**config.mk**
```make
export PLATFORM = sky130hd
export DESIGN_NAME = layer4_final_add
export DESIGN_NICKNAME = d
export VERILOG_FILES = /design/src/rtl/layer_pkg.sv /design/src/rtl/layer4_add33.sv /design/src/rtl/layer4_final_add.sv
export SDC_FILE = /design/constraint.sdc
export NUM_CORES = 1
export LEC_CHECK = 0
export CAP_MARGIN = 10
export CORE_UTILIZATION = 46
export DETAILED_ROUTE_END_ITERATION = 7
export GPL_ROUTABILITY_DRIVEN = 0
export PLACE_DENSITY = 0.78
export SLEW_MARGIN = 5
export SYNTH_ARGS = -nofsm -noshare
export SYNTH_HDL_FRONTEND = slang
export SYNTH_SLANG_ARGS = --single-unit
```
**constraint.sdc**
```tcl
create_clock -name clk -period 1.6 [get_ports clk]
set_input_delay 0.24 -clock clk [delete_from_list [all_inputs] [get_ports clk]]
set_output_delay 0.24 -clock clk [all_outputs]
set_load 0.02 [all_outputs]
```
**src/rtl/layer_pkg.sv**
```systemverilog
// Shared widths and bit-weight offsets for the Layer3/Layer4 multiplier rows.
// The final 32-bit product is assembled from weighted rows and error vectors.
package layer_pkg;

  localparam int D1_W   = 23;
  localparam int D2_W   = 23;
  localparam int EM_W   = 16;
  localparam int EN_W   = 16;

  localparam int D1_LSB = 1;
  localparam int D2_LSB = 9;
  localparam int EM_LSB = 5;
  localparam int EN_LSB = 13;

  localparam int PROD_W = 32;
  localparam int SUM_W  = PROD_W + 1;

  // Stage-1 contents: A keeps its adder carry as an extra top bit so no
  // overflow information is dropped before stage 2.
  typedef struct packed {
    logic [SUM_W:0]   a;
    logic [SUM_W-1:0] e;
  } stage1_t;

endpackage

```
**src/rtl/layer4_add33.sv**
```systemverilog
// Combinational 33-bit adder with carry out, shared by the A and S additions.
module layer4_add33
  import layer_pkg::*;
(
  input  logic [SUM_W-1:0] a,
  input  logic [SUM_W-1:0] b,
  output logic [SUM_W-1:0] sum,
  output logic             carry
);

  assign {carry, sum} = {1'b0, a} + {1'b0, b};

endmodule

```
**src/rtl/layer4_final_add.sv**
```systemverilog
// Layer4 final adder: two-stage valid/ready pipeline that sums the weighted
// Layer3 rows into a 32-bit product with an overflow flag, and counts inputs
// carrying a nonzero error vector.
// Optional feature macro: LAYER4_ERROR_RECOVERY_EN (adds E into the result).
module layer4_final_add
  import layer_pkg::*;
#(
  parameter int ERR_CNT_W = 16
) (
  input  logic                 clk,
  input  logic                 rst_n,
  input  logic                 in_valid,
  output logic                 in_ready,
  input  logic [D1_W-1:0]      d1,
  input  logic [D2_W-1:0]      d2,
  input  logic [EM_W-1:0]      em,
  input  logic [EN_W-1:0]      en,
  output logic                 out_valid,
  input  logic                 out_ready,
  output logic [PROD_W-1:0]    product,
  output logic                 ovf,
  output logic [ERR_CNT_W-1:0] err_cnt
);

  logic [SUM_W-1:0]  d1_w, d2_w, em_w, en_w;
  logic [SUM_W-1:0]  a_sum, e_sum;
  logic              a_carry;
  stage1_t           s1;
  logic              s1_valid;
  logic              s1_fresh;
  logic              accept;
  logic              s2_load;
  logic [PROD_W-1:0] s_prod;
  logic              s_ovf;

  assign d1_w  = SUM_W'(d1) << D1_LSB;
  assign d2_w  = SUM_W'(d2) << D2_LSB;
  assign em_w  = SUM_W'(em) << EM_LSB;
  assign en_w  = SUM_W'(en) << EN_LSB;
  assign e_sum = em_w + en_w;

  layer4_add33 u_add_a (
    .a     (d1_w),
    .b     (d2_w),
    .sum   (a_sum),
    .carry (a_carry)
  );

  assign in_ready = !s1_valid || !out_valid || out_ready;
  assign accept   = in_valid && in_ready;
  assign s2_load  = s1_valid && (!out_valid || out_ready);

`ifdef LAYER4_ERROR_RECOVERY_EN
  logic [SUM_W-1:0] s_sum;
  logic             s_carry;

  layer4_add33 u_add_s (
    .a     (s1.a[SUM_W-1:0]),
    .b     (s1.e),
    .sum   (s_sum),
    .carry (s_carry)
  );

  assign s_prod = s_sum[PROD_W-1:0];
  assign s_ovf  = s1.a[SUM_W] | s_carry | s_sum[PROD_W];
`else
  assign s_prod = s1.a[PROD_W-1:0];
  assign s_ovf  = |s1.a[SUM_W:PROD_W];
`endif

  // Stage 1: capture A and E on every accepted input; empty when passed on.
  always_ff @(posedge clk or negedge rst_n) begin
    if (!rst_n) begin
      s1_valid <= 1'b0;
      s1_fresh <= 1'b0;
      s1       <= '0;
    end else begin
      s1_fresh <= accept;
      if (accept) begin
        s1_valid <= 1'b1;
        s1.a     <= {a_carry, a_sum};
        s1.e     <= e_sum;
      end else if (s2_load) begin
        s1_valid <= 1'b0;
      end
    end
  end

  // Stage 2: output register, held stable while the consumer stalls.
  always_ff @(posedge clk or negedge rst_n) begin
    if (!rst_n) begin
      out_valid <= 1'b0;
      product   <= '0;
      ovf       <= 1'b0;
    end else if (s2_load) begin
      out_valid <= 1'b1;
      product   <= s_prod;
      ovf       <= s_ovf;
    end else if (out_ready) begin
      out_valid <= 1'b0;
    end
  end

  // Error counter: one count per freshly accepted input with a nonzero E.
  always_ff @(posedge clk or negedge rst_n) begin
    if (!rst_n) begin
      err_cnt <= '0;
    end else if (s1_fresh && (s1.e != '0) && (err_cnt != '1)) begin
      err_cnt <= err_cnt + ERR_CNT_W'(1);
    end
  end

endmodule

```
==> impl_metrics.toml, run 1 <==
[timing]
fin_hold_ws_ns = 0.194
clock_skew_ns = 0.00588
timing.fmax_ghz = 0.561
finalHoldViolCount = 0
setup_viol = 26
finalCritPeriodShare = 1.11
drv_slew = 0
final_period_minus_worst_setup_slack_ns = 1.78
postLayoutSetupSlackWorst_ns = -0.183
measured_slew_at_the_worst_slew_check_pin_ns = 0.558
setup_repair_after_global_routing_missed_its_margin = "yes"
slew_headroom = 0.628

[route]
drt_drc_violations_left = 0
drt-initial-drc-count = 318
detailedRoute.firstPassIterationCount = 5
dr_total_vias = 5402
drt-total-wl_um = 16800
routedWlPerCell_um = 17.5
route.detailed.vias_per_inst = 5.62
route.antenna.remaining_nets = 0

[synth]
synth_top_flop_cell = "dfrtp_1"
number_of_enable_type_register_cells_in_the_synthesized_netlist = 0
ys_seq_elements = 108
synth_async_sr_flop_share = 1.00
synth.top_cell.area_share = 0.478
synthesis.area_um2 = 5650
syn-num-nets = 671
ys.warnings.count = 0
netlist.top_cell.by_area = "dfrtp_1"
ys_top_cells_by_area = "dfrtp_1, nand2_1, mux2_2, ha_1, xnor2_1"
library_cells_used_by_synthesis = 51
synth_sequential_area_ratio = 0.478
post_synth_inst_count = 563
syn_area_per_cell_um2 = 10.0

[floorplanning]
floorplan.die.width_um = 113
rows = 40
initial_utilization = 0.470
floorplan.core_area_um2 = 12000
floorplan.die.height_um = 113
num_io_pins = 133
die_area_um2 = 12700

[layout]
utilization = 0.748
num-fill-cells = 780
number_of_nets_in_the_finished_design = 918
final_layout_size_suffix_gt1_frac = 0.366
antenna-diode-count = 0
area_growth_syn_to_layout_pct = 58.9

[cts]
worstSkewPairLatency_ns = 0.35
root_buffer = "clkbuf_16"
numCtsBuffers = 9
cts_htree_levels = 3
tritoncts = "yes"
cts_max_path_buffers = 2
path_clk_slew_ns = 0.07
clock-sinks = 108

[critical_path]
reg2regPathDepth = 6
setup.worst_path.end = "s1[62]"
r2r-end = "err_cnt[15]"
reg_to_reg_setup_timing_slack_ns = -0.15
crit_type = "primary input to flip-flop"
worst-path-max-fanout = 6
timing.critical_path.required_ns = 1.83
timing.critical_path.arrival_ns = 2.02
crit_chain = "buf_2, ha_4, o211ai_1, a21oi_4, o211ai_1, nand3_2, buf_6, a221o_1"
slowest_stage = "a221o_1"
crit-reg2reg-launch = "err_cnt[4]"
worst_setup_path_start_kind = "primary input"
cp_top_family = "compound AO/OA/AOI/OAI gates"
cp.buffers_inverters = 2
cpPeakStageDelay_ns = 0.32
worstSetupPathDepth = 8
crit_start = "d2[3]"
most_frequent_cp_cell = "o211ai_1"
worstSetupEndpointType = "flip-flop"

[hold_path]
hp-class = "primary input to flip-flop"
hp-start = "d1[8]"

[power_and_ir_drop]
power_switching_share = 0.325
vdd_ir_drop_max_uv = 599
power.sequential.fraction = 0.394
switchingPower_mw = 3.02
p_int_mw = 6.29
clock_power_share = 0.241
power.combinational.fraction = 0.365
static-leakage-power_nw = 4.15
cellPowerDensity_nw_per_um2 = 1040

[global_routing]
vias_in_the_first_global_route = 5455
grt_pass1_wl_um = 25700
globalRouteTotalUtil = 0.254
antenna_found_initial = 0
globalRouteOverflowTotal = 0
grt_start_max_net_pins = 106

[run_status]
violations = "setup timing"
status = "complete, but fails checks"

[placed_design]
dpl.hpwl_um = 10900
port_buffers = 131

[run]
drv.max_cap_violation_count = 0
-- timing repair --
item / 4_1_cts / 5_1_grt
pin swaps: 50 / 42
endpoints found under the setup margin: 64 / 55
endpoints found under the hold margin: 3 / 0
gates cloned: 0 / 0
hold buffers: 1 / 0
buffers inserted: 16 / 17
resized for setup: 154 / 104
-- state kept, by name, summed over array words and instances, names as in the netlist --
register   cells
err_cnt       16
s1_valid       1
ovf            1
product       31
out_valid      1
s1_fresh       1
s1            57
-- worst reg2reg max path, cell delays in order, from the launching register on --
cell and delay (ns):
dfrtp_2 0.41, and4_4 0.19, and4_4 0.19, and4_4 0.20
nor3_4 0.30, nand4_1 0.17, xnor2_1 0.16
-- worst min-delay path by stage --
stage          cells past startpoint    endpoint  slack [ns]
6_report                           4      s1[42]        0.19
4_1_cts                            4      s1[13]        0.20
3_5_place_dp                       1  err_cnt[7]        0.05
5_1_grt                            4      s1[42]        0.21
2_1_floorplan                      0  err_cnt[0]       -0.06
3_3_place_gp                       1  err_cnt[7]        0.04
-- per-stage QoR --
step | total power [mW] | instances | area, um2 | setup TNS (ns) | worst slack [ns]
after floorplan | 5.14 | 563 | 5810 | -5.03 | -0.279
after global placement | 6.59 | 912 | 7930 | -24.59 | -0.844
after detailed placement | 6.72 | 912 | 7930 | -29.22 | -0.950
after global routing | 9.74 | 961 | 8980 | -4.44 | -0.255
final | 9.31 | 961 | 8980 | -2.51 | -0.183
after CTS | 9.04 | 944 | 8570 | -1.29 | -0.118
-- cell usage after synthesis, types with 7 or more instances --
cell	number
dfrtp_1	108
a21oi_1	27
xor2_1	18
inv_1	8
nand2_1	109
a21o_1	9
nor4_1	7
mux2_2	32
clkbuf_1	11
o211ai_1	10
nand4_1	13
xnor2_1	25
nor2_1	15
nand3_1	19
o21ai_0	39
nand2b_1	9
and3_1	8
nor3_1	10
ha_1	24
-- cell usage in the layout, fill, tap and decap left out, types with 5 or more instances in the layout --
| cell type | instances |
|---|---|
| buf_4 | 110 |
| nand2_1 | 104 |
| dfrtp_1 | 104 |
| clkdlybuf4s50_1 | 59 |
| mux2_2 | 32 |
| dlygate4sd2_1 | 26 |
| o21ai_0 | 24 |
| xnor2_1 | 22 |
| ha_4 | 21 |
| buf_6 | 21 |
| xor2_1 | 17 |
| a21oi_1 | 15 |
| dlymetal6s2s_1 | 14 |
| nand3_1 | 13 |
| nor2_1 | 13 |
| o21ai_1 | 13 |
| nand4_1 | 13 |
| clkbuf_2 | 13 |
| o211ai_1 | 10 |
| clkbuf_16 | 9 |
| nor3_1 | 8 |
| a21o_1 | 8 |
| a21oi_2 | 7 |
| nand2b_1 | 7 |
| inv_1 | 6 |
| nand3_2 | 6 |
| and4_4 | 6 |
| buf_2 | 6 |
| and3_1 | 5 |
| a21oi_4 | 5 |
-- metal layers --
layer / GRT usage / wire, um / vias up
met1: 0.296 / 6610 / 2672
li1: - / - / 2476
met2: 0.464 / 8980 / 198
met4: 0.119 / 516 / 0
met3: 0.0321 / 723 / 56
met5: 0 / 0 / -
-- power by group through the flow --
| stage | logic, mW | clock network, mW | registers, mW |
|---|---|---|---|
| CTS | 3.14 | 2.27 | 3.64 |
| global placement | 2.95 | 0 | 3.64 |
| finish | 3.40 | 2.24 | 3.67 |
| global route | 3.63 | 2.38 | 3.74 |
| detailed placement | 3.05 | 0 | 3.67 |
| floorplan | 1.12 | 0 | 4.01 |
-- cell type report --
type / count / area, um2 / area share
multi-input combinational: 424 / 3490 / 0.389
sequential: 108 / 2710 / 0.302
timing repair buffer: 258 / 2270 / 0.253
clock buffer: 11 / 243 / 0.0270
tap: 147 / 184 / 0.0205
clock inverter: 4 / 50.0 / 0.00557
inverter: 9 / 33.8 / 0.00376
-- kinds of logic (layout without fill, tap and decap cells) --
logic type / count (synthesis) / in the layout / share of synthesized area
simple gates: 211 / 211 / 0.183
mux: 33 / 33 / 0.0664
flops: 108 / 108 / 0.478
xor+xnor: 43 / 43 / 0.0667
compound gates: 110 / 110 / 0.121
buf+inv: 31 / 282 / 0.0232
fa+ha+maj: 26 / 26 / 0.0602
other cells: 1 / 1 / 0.000664
Note: power is estimated with default switching activity, not from simulation.
==> inputs of run 2 (changes only) <==
Settings changed: MAX_ROUTING_LAYER set to met4, SLEW_MARGIN 5 to 25.
==> impl_metrics.toml, run 2 (synthesis gave the netlist of run 1 again) <==
[floorplanning]
initial_utilization = 0.470
floorplan.die.width_um = 113
num_io_pins = 133
floorplan.core_area_um2 = 12000
rows = 40
floorplan.die.height_um = 113
die_area_um2 = 12700

[cts]
worstSkewPairLatency_ns = 0.35
clock-sinks = 108
path_clk_slew_ns = 0.07
cts_htree_levels = 3
cts_max_path_buffers = 2
numCtsBuffers = 9
root_buffer = "clkbuf_16"
tritoncts = "yes"

[timing]
postLayoutSetupSlackWorst_ns = -0.169
setup_repair_after_global_routing_missed_its_margin = "yes"
clock_skew_ns = 0.00537
finalSetupTns_ns = -2.20
setup_viol = 25
finalCritPeriodShare = 1.11
drv_slew = 0
finalHoldViolCount = 0
measured_slew_at_the_worst_slew_check_pin_ns = 0.562
timing.fmax_ghz = 0.565
slew_headroom = 0.625
final_period_minus_worst_setup_slack_ns = 1.77

[run_status]
violations = "setup timing"
status = "complete, but fails checks"

[power_and_ir_drop]
vdd_ir_drop_max_uv = 598
cellPowerDensity_nw_per_um2 = 1030
static-leakage-power_nw = 4.15

[critical_path]
crit_start = "en[0]"
worstSetupEndpointType = "flip-flop"
timing.critical_path.required_ns = 1.83
timing.critical_path.arrival_ns = 2.00
crit_chain = "buf_6, ha_4, fa_2, a21oi_2, o211ai_1, o41a_1, nand3_1, xor2_1, o21ai_1"
cpPeakStageDelay_ns = 0.44
crit_type = "primary input to flip-flop"
worst-path-max-fanout = 5
crit-reg2reg-launch = "err_cnt[4]"
slowest_stage = "o41a_1"
worst_setup_path_start_kind = "primary input"

[route]
drt-initial-drc-count = 364
routedWlPerCell_um = 17.3
route.detailed.vias_per_inst = 5.57
detailedRoute.firstPassIterationCount = 5
drt_drc_violations_left = 0
drt-total-wl_um = 16600
dr_total_vias = 5345
route.antenna.remaining_nets = 0

[layout]
final_cell_mix = "buf_4, dfrtp_1, nand2_1"
number_of_nets_in_the_finished_design = 916
largestRegisters = "s1: 57 flops, product: 31 flops, err_cnt: 16 flops"
final_cells = 959
largest_register_ff_count = 57
antenna-diode-count = 0
footprint_of_the_multi_input_gates_um2 = 3520
finish.instance_area_um2 = 9010
area_growth_syn_to_layout_pct = 59.5
regArea_um2 = 2710
num-fill-cells = 772
layout.cells.most_common = "buf_4"
register_containing_the_most_flip_flops_in_the_final_layout = "s1"
final_layout_size_suffix_gt1_frac = 0.371

[placed_design]
postPlaceCellArea_um2 = 7930
pre_cts_slack_ns = -0.950
port_buffers = 131
dpl.hpwl_um = 10900
post-place-cells = 912

[global_routing]
globalRouteOverflowTotal = 0
antenna_found_initial = 0
grt_start_max_net_pins = 106
vias_in_the_first_global_route = 5460
grt_pass1_wl_um = 25700
globalRouteTotalUtil = 0.262

[run]
drv.max_cap_violation_count = 0

[hold_path]
hp-start = "d1[8]"
hp-class = "primary input to flip-flop"
-- run 2: report_power, final --
part	total, mW	leakage, nW	switching, mW	internal [mW]
Clock	2.24	0.138	0.994	1.25
Sequential	3.66	1.33	0.373	3.29
Combinational	3.41	2.68	1.65	1.76
Total	9.32	4.15	3.02	6.30
-- run 2: layout make-up --
class                           count  area share
Multi-Input combinational cell    424       0.391
Sequential cell                   108       0.300
Timing Repair Buffer              256       0.252
Clock buffer                       11      0.0269
Tap cell                          147      0.0204
Clock inverter                      4     0.00555
Inverter                            9     0.00375
-- run 2: per-layer routing --
layer / up-vias / part of all wire / global-route usage
met3: 45 / 0.053 / 0.0305
met5: - / 0 / -
met4: 0 / 0.027 / 0.119
li1: 2472 / - / -
met2: 205 / 0.54 / 0.464
met1: 2623 / 0.38 / 0.298
-- run 2: worst paths after layout --
path,to,slack (ns),cells past startpoint
setup / recovery,s1[23],-0.17,9
hold / removal,s1[42],0.19,4
setup reg to reg,err_cnt[15],-0.15,6
hold reg to reg,s1[34],0.48,2
max in group asynchronous,product[28],0.64,3
min in group asynchronous,err_cnt[6],0.23,2
-- run 2: critical path, delay by kind of cell --
family,cells,cell delay (ns)
AO/OA/AOI/OAI,4,0.85
AND/OR/NAND/NOR,1,0.15
XOR/XNOR,1,0.17
adder cells (fa/ha/maj),2,0.49
buffers and inverters,1,0.10
-- run 2: metrics by stage --
step	power, mW	utilization	hold WS [ns]
2_1_floorplan	5.14	-	-0.0556
3_3_place_gp	6.59	0.661	0.0423
3_5_place_dp	6.72	0.661	0.0471
4_1_cts	9.04	0.713	0.196
5_1_grt	9.76	0.751	0.211
6_report	9.32	0.751	0.194
-- run 2: timing repair --
| item | CTS | global route |
|---|---|---|
| pin swaps | 50 | 44 |
| cloned | 0 | 0 |
| resized for setup | 154 | 110 |
| hold endpoints to repair | 3 | 0 |
| endpoints found under the setup margin | 64 | 55 |
| setup buffers | 16 | 16 |
| hold buffers | 1 | 0 |
==> inputs of run 3 (changes only) <==
Settings changed: GPL_TIMING_DRIVEN set to 0, TNS_END_PERCENT set to 1.
==> impl_metrics.toml, run 3 (synthesis gave the netlist of run 1 again) <==
[critical_path]
slowest_stage = "o41a_1"
worstSetupEndpointType = "flip-flop"
reg_to_reg_setup_timing_slack_ns = -0.13
worst-path-max-fanout = 5
crit_chain = "buf_6, ha_4, fa_2, a21oi_2, o211ai_1, o41a_1, nand3_2, xor2_2, o21ai_1"
timing.critical_path.required_ns = 1.81
cpPeakStageDelay_ns = 0.41
crit_type = "primary input to flip-flop"
reg2regPathDepth = 6
timing.critical_path.arrival_ns = 1.99
worst_setup_path_start_kind = "primary input"

[floorplanning]
floorplan.core_area_um2 = 12000
floorplan.die.height_um = 113
floorplan.die.width_um = 113
die_area_um2 = 12700
num_io_pins = 133
initial_utilization = 0.470
rows = 40

[cts]
cts_max_path_buffers = 2
path_clk_slew_ns = 0.06
clock-sinks = 108
worstSkewPairLatency_ns = 0.35
root_buffer = "clkbuf_16"
numCtsBuffers = 9
cts_htree_levels = 3
tritoncts = "yes"

[route]
routedWlPerCell_um = 16.5
drt-initial-drc-count = 267
drt-total-wl_um = 14500
route.detailed.vias_per_inst = 5.59
route.antenna.remaining_nets = 0
dr_total_vias = 4933
detailedRoute.firstPassIterationCount = 5
drt_drc_violations_left = 0

[timing]
finalSetupTns_ns = -3.40
clock_skew_ns = 0.0113
slew_headroom = 0.651
drv_slew = 0
timing.fmax_ghz = 0.563
measured_slew_at_the_worst_slew_check_pin_ns = 0.524
final_period_minus_worst_setup_slack_ns = 1.78
setup_viol = 41
postLayoutSetupSlackWorst_ns = -0.178
setup_repair_after_global_routing_missed_its_margin = "yes"
finalHoldViolCount = 0
finalCritPeriodShare = 1.11

[placed_design]
port_buffers = 130
dpl.hpwl_um = 10300
postPlaceCellArea_um2 = 7200

[global_routing]
globalRouteOverflowTotal = 0
grt_start_max_net_pins = 59
antenna_found_initial = 0
grt_pass1_wl_um = 24200
vias_in_the_first_global_route = 5115
globalRouteTotalUtil = 0.247

[power_and_ir_drop]
vdd_ir_drop_max_uv = 549
cellPowerDensity_nw_per_um2 = 1090
design_power_total_mw = 8.71
static-leakage-power_nw = 3.52

[run]
drv.max_cap_violation_count = 0

[layout]
final_layout_size_suffix_gt1_frac = 0.216
area_growth_syn_to_layout_pct = 41.7
antenna-diode-count = 0
largestRegisters = "s1: 57 flops, product: 31 flops, err_cnt: 16 flops"
finish.instance_area_um2 = 8010
utilization = 0.666
largest_register_ff_count = 57
final_cell_mix = "nand2_1, dfrtp_1, clkdlybuf4s50_1"
number_of_nets_in_the_finished_design = 838
register_containing_the_most_flip_flops_in_the_final_layout = "s1"

[hold_path]
hp-class = "primary input to flip-flop"
worstHoldPathCells = 4

[run_status]
status = "complete, but fails checks"
violations = "setup timing"
run 3: stage by stage:
| step | hold slack (ns) | worst slack, ns | cells |
|---|---|---|---|
| global placement | 0.453 | -3.60 | 840 |
| finish | 0.216 | -0.178 | 882 |
| detailed placement | 0.214 | -1.01 | 841 |
| global route | 0.230 | -0.286 | 882 |
| floorplan | -0.0556 | -0.280 | 563 |
| CTS | 0.209 | -0.180 | 881 |
run 3: area by class of cell:
class,instances,area (um2)
buffer,18,93.8
clock buffer,12,256
clock inverter,4,32.5
fill,924,4010
inverter,9,35.0
multi-input combinational,424,3200
sequential,108,2700
tap,147,184
timing repair buffer,160,1510
run 3: worst max-delay path: cells and delay by family:
kind	cells	cell delay, ns
AO/OA/AOI/OAI	4	0.80
XOR/XNOR	1	0.16
adder cells (fa/ha/maj)	2	0.55
buffers and inverters	1	0.10
AND/OR/NAND/NOR	1	0.13
run 3: layer usage:
layer  GRT usage  up-vias  share of wire
met4      0.0907        0          0.023
met3      0.0471       37          0.057
met1       0.285     2386           0.41
li1            -     2312              -
met2       0.428      198           0.51
met5           -        -              0
run 3: worst paths after layout:
kind,start,to
max,en[0],s1[25]
min,em[8],s1[13]
max reg2reg,err_cnt[7],err_cnt[1]
min reg2reg,s1[36],s1[36]
max in group asynchronous,rst_n,s1[56]
min in group asynchronous,rst_n,err_cnt[9]
run 3: power breakdown:
| part | switching [mW] | total (mW) | internal, mW |
|---|---|---|---|
| clock | 0.983 | 2.13 | 1.15 |
| combinational | 1.47 | 2.93 | 1.47 |
| sequential | 0.359 | 3.65 | 3.29 |
| total | 2.81 | 8.71 | 5.90 |
run 3: timing repair:
item	in CTS	in global routing
pin swaps	41	10
setup buffers	27	1
gates resized for setup	135	15
hold endpoints to repair	50	0
hold buffers	1	0
endpoints found under the setup margin	120	87
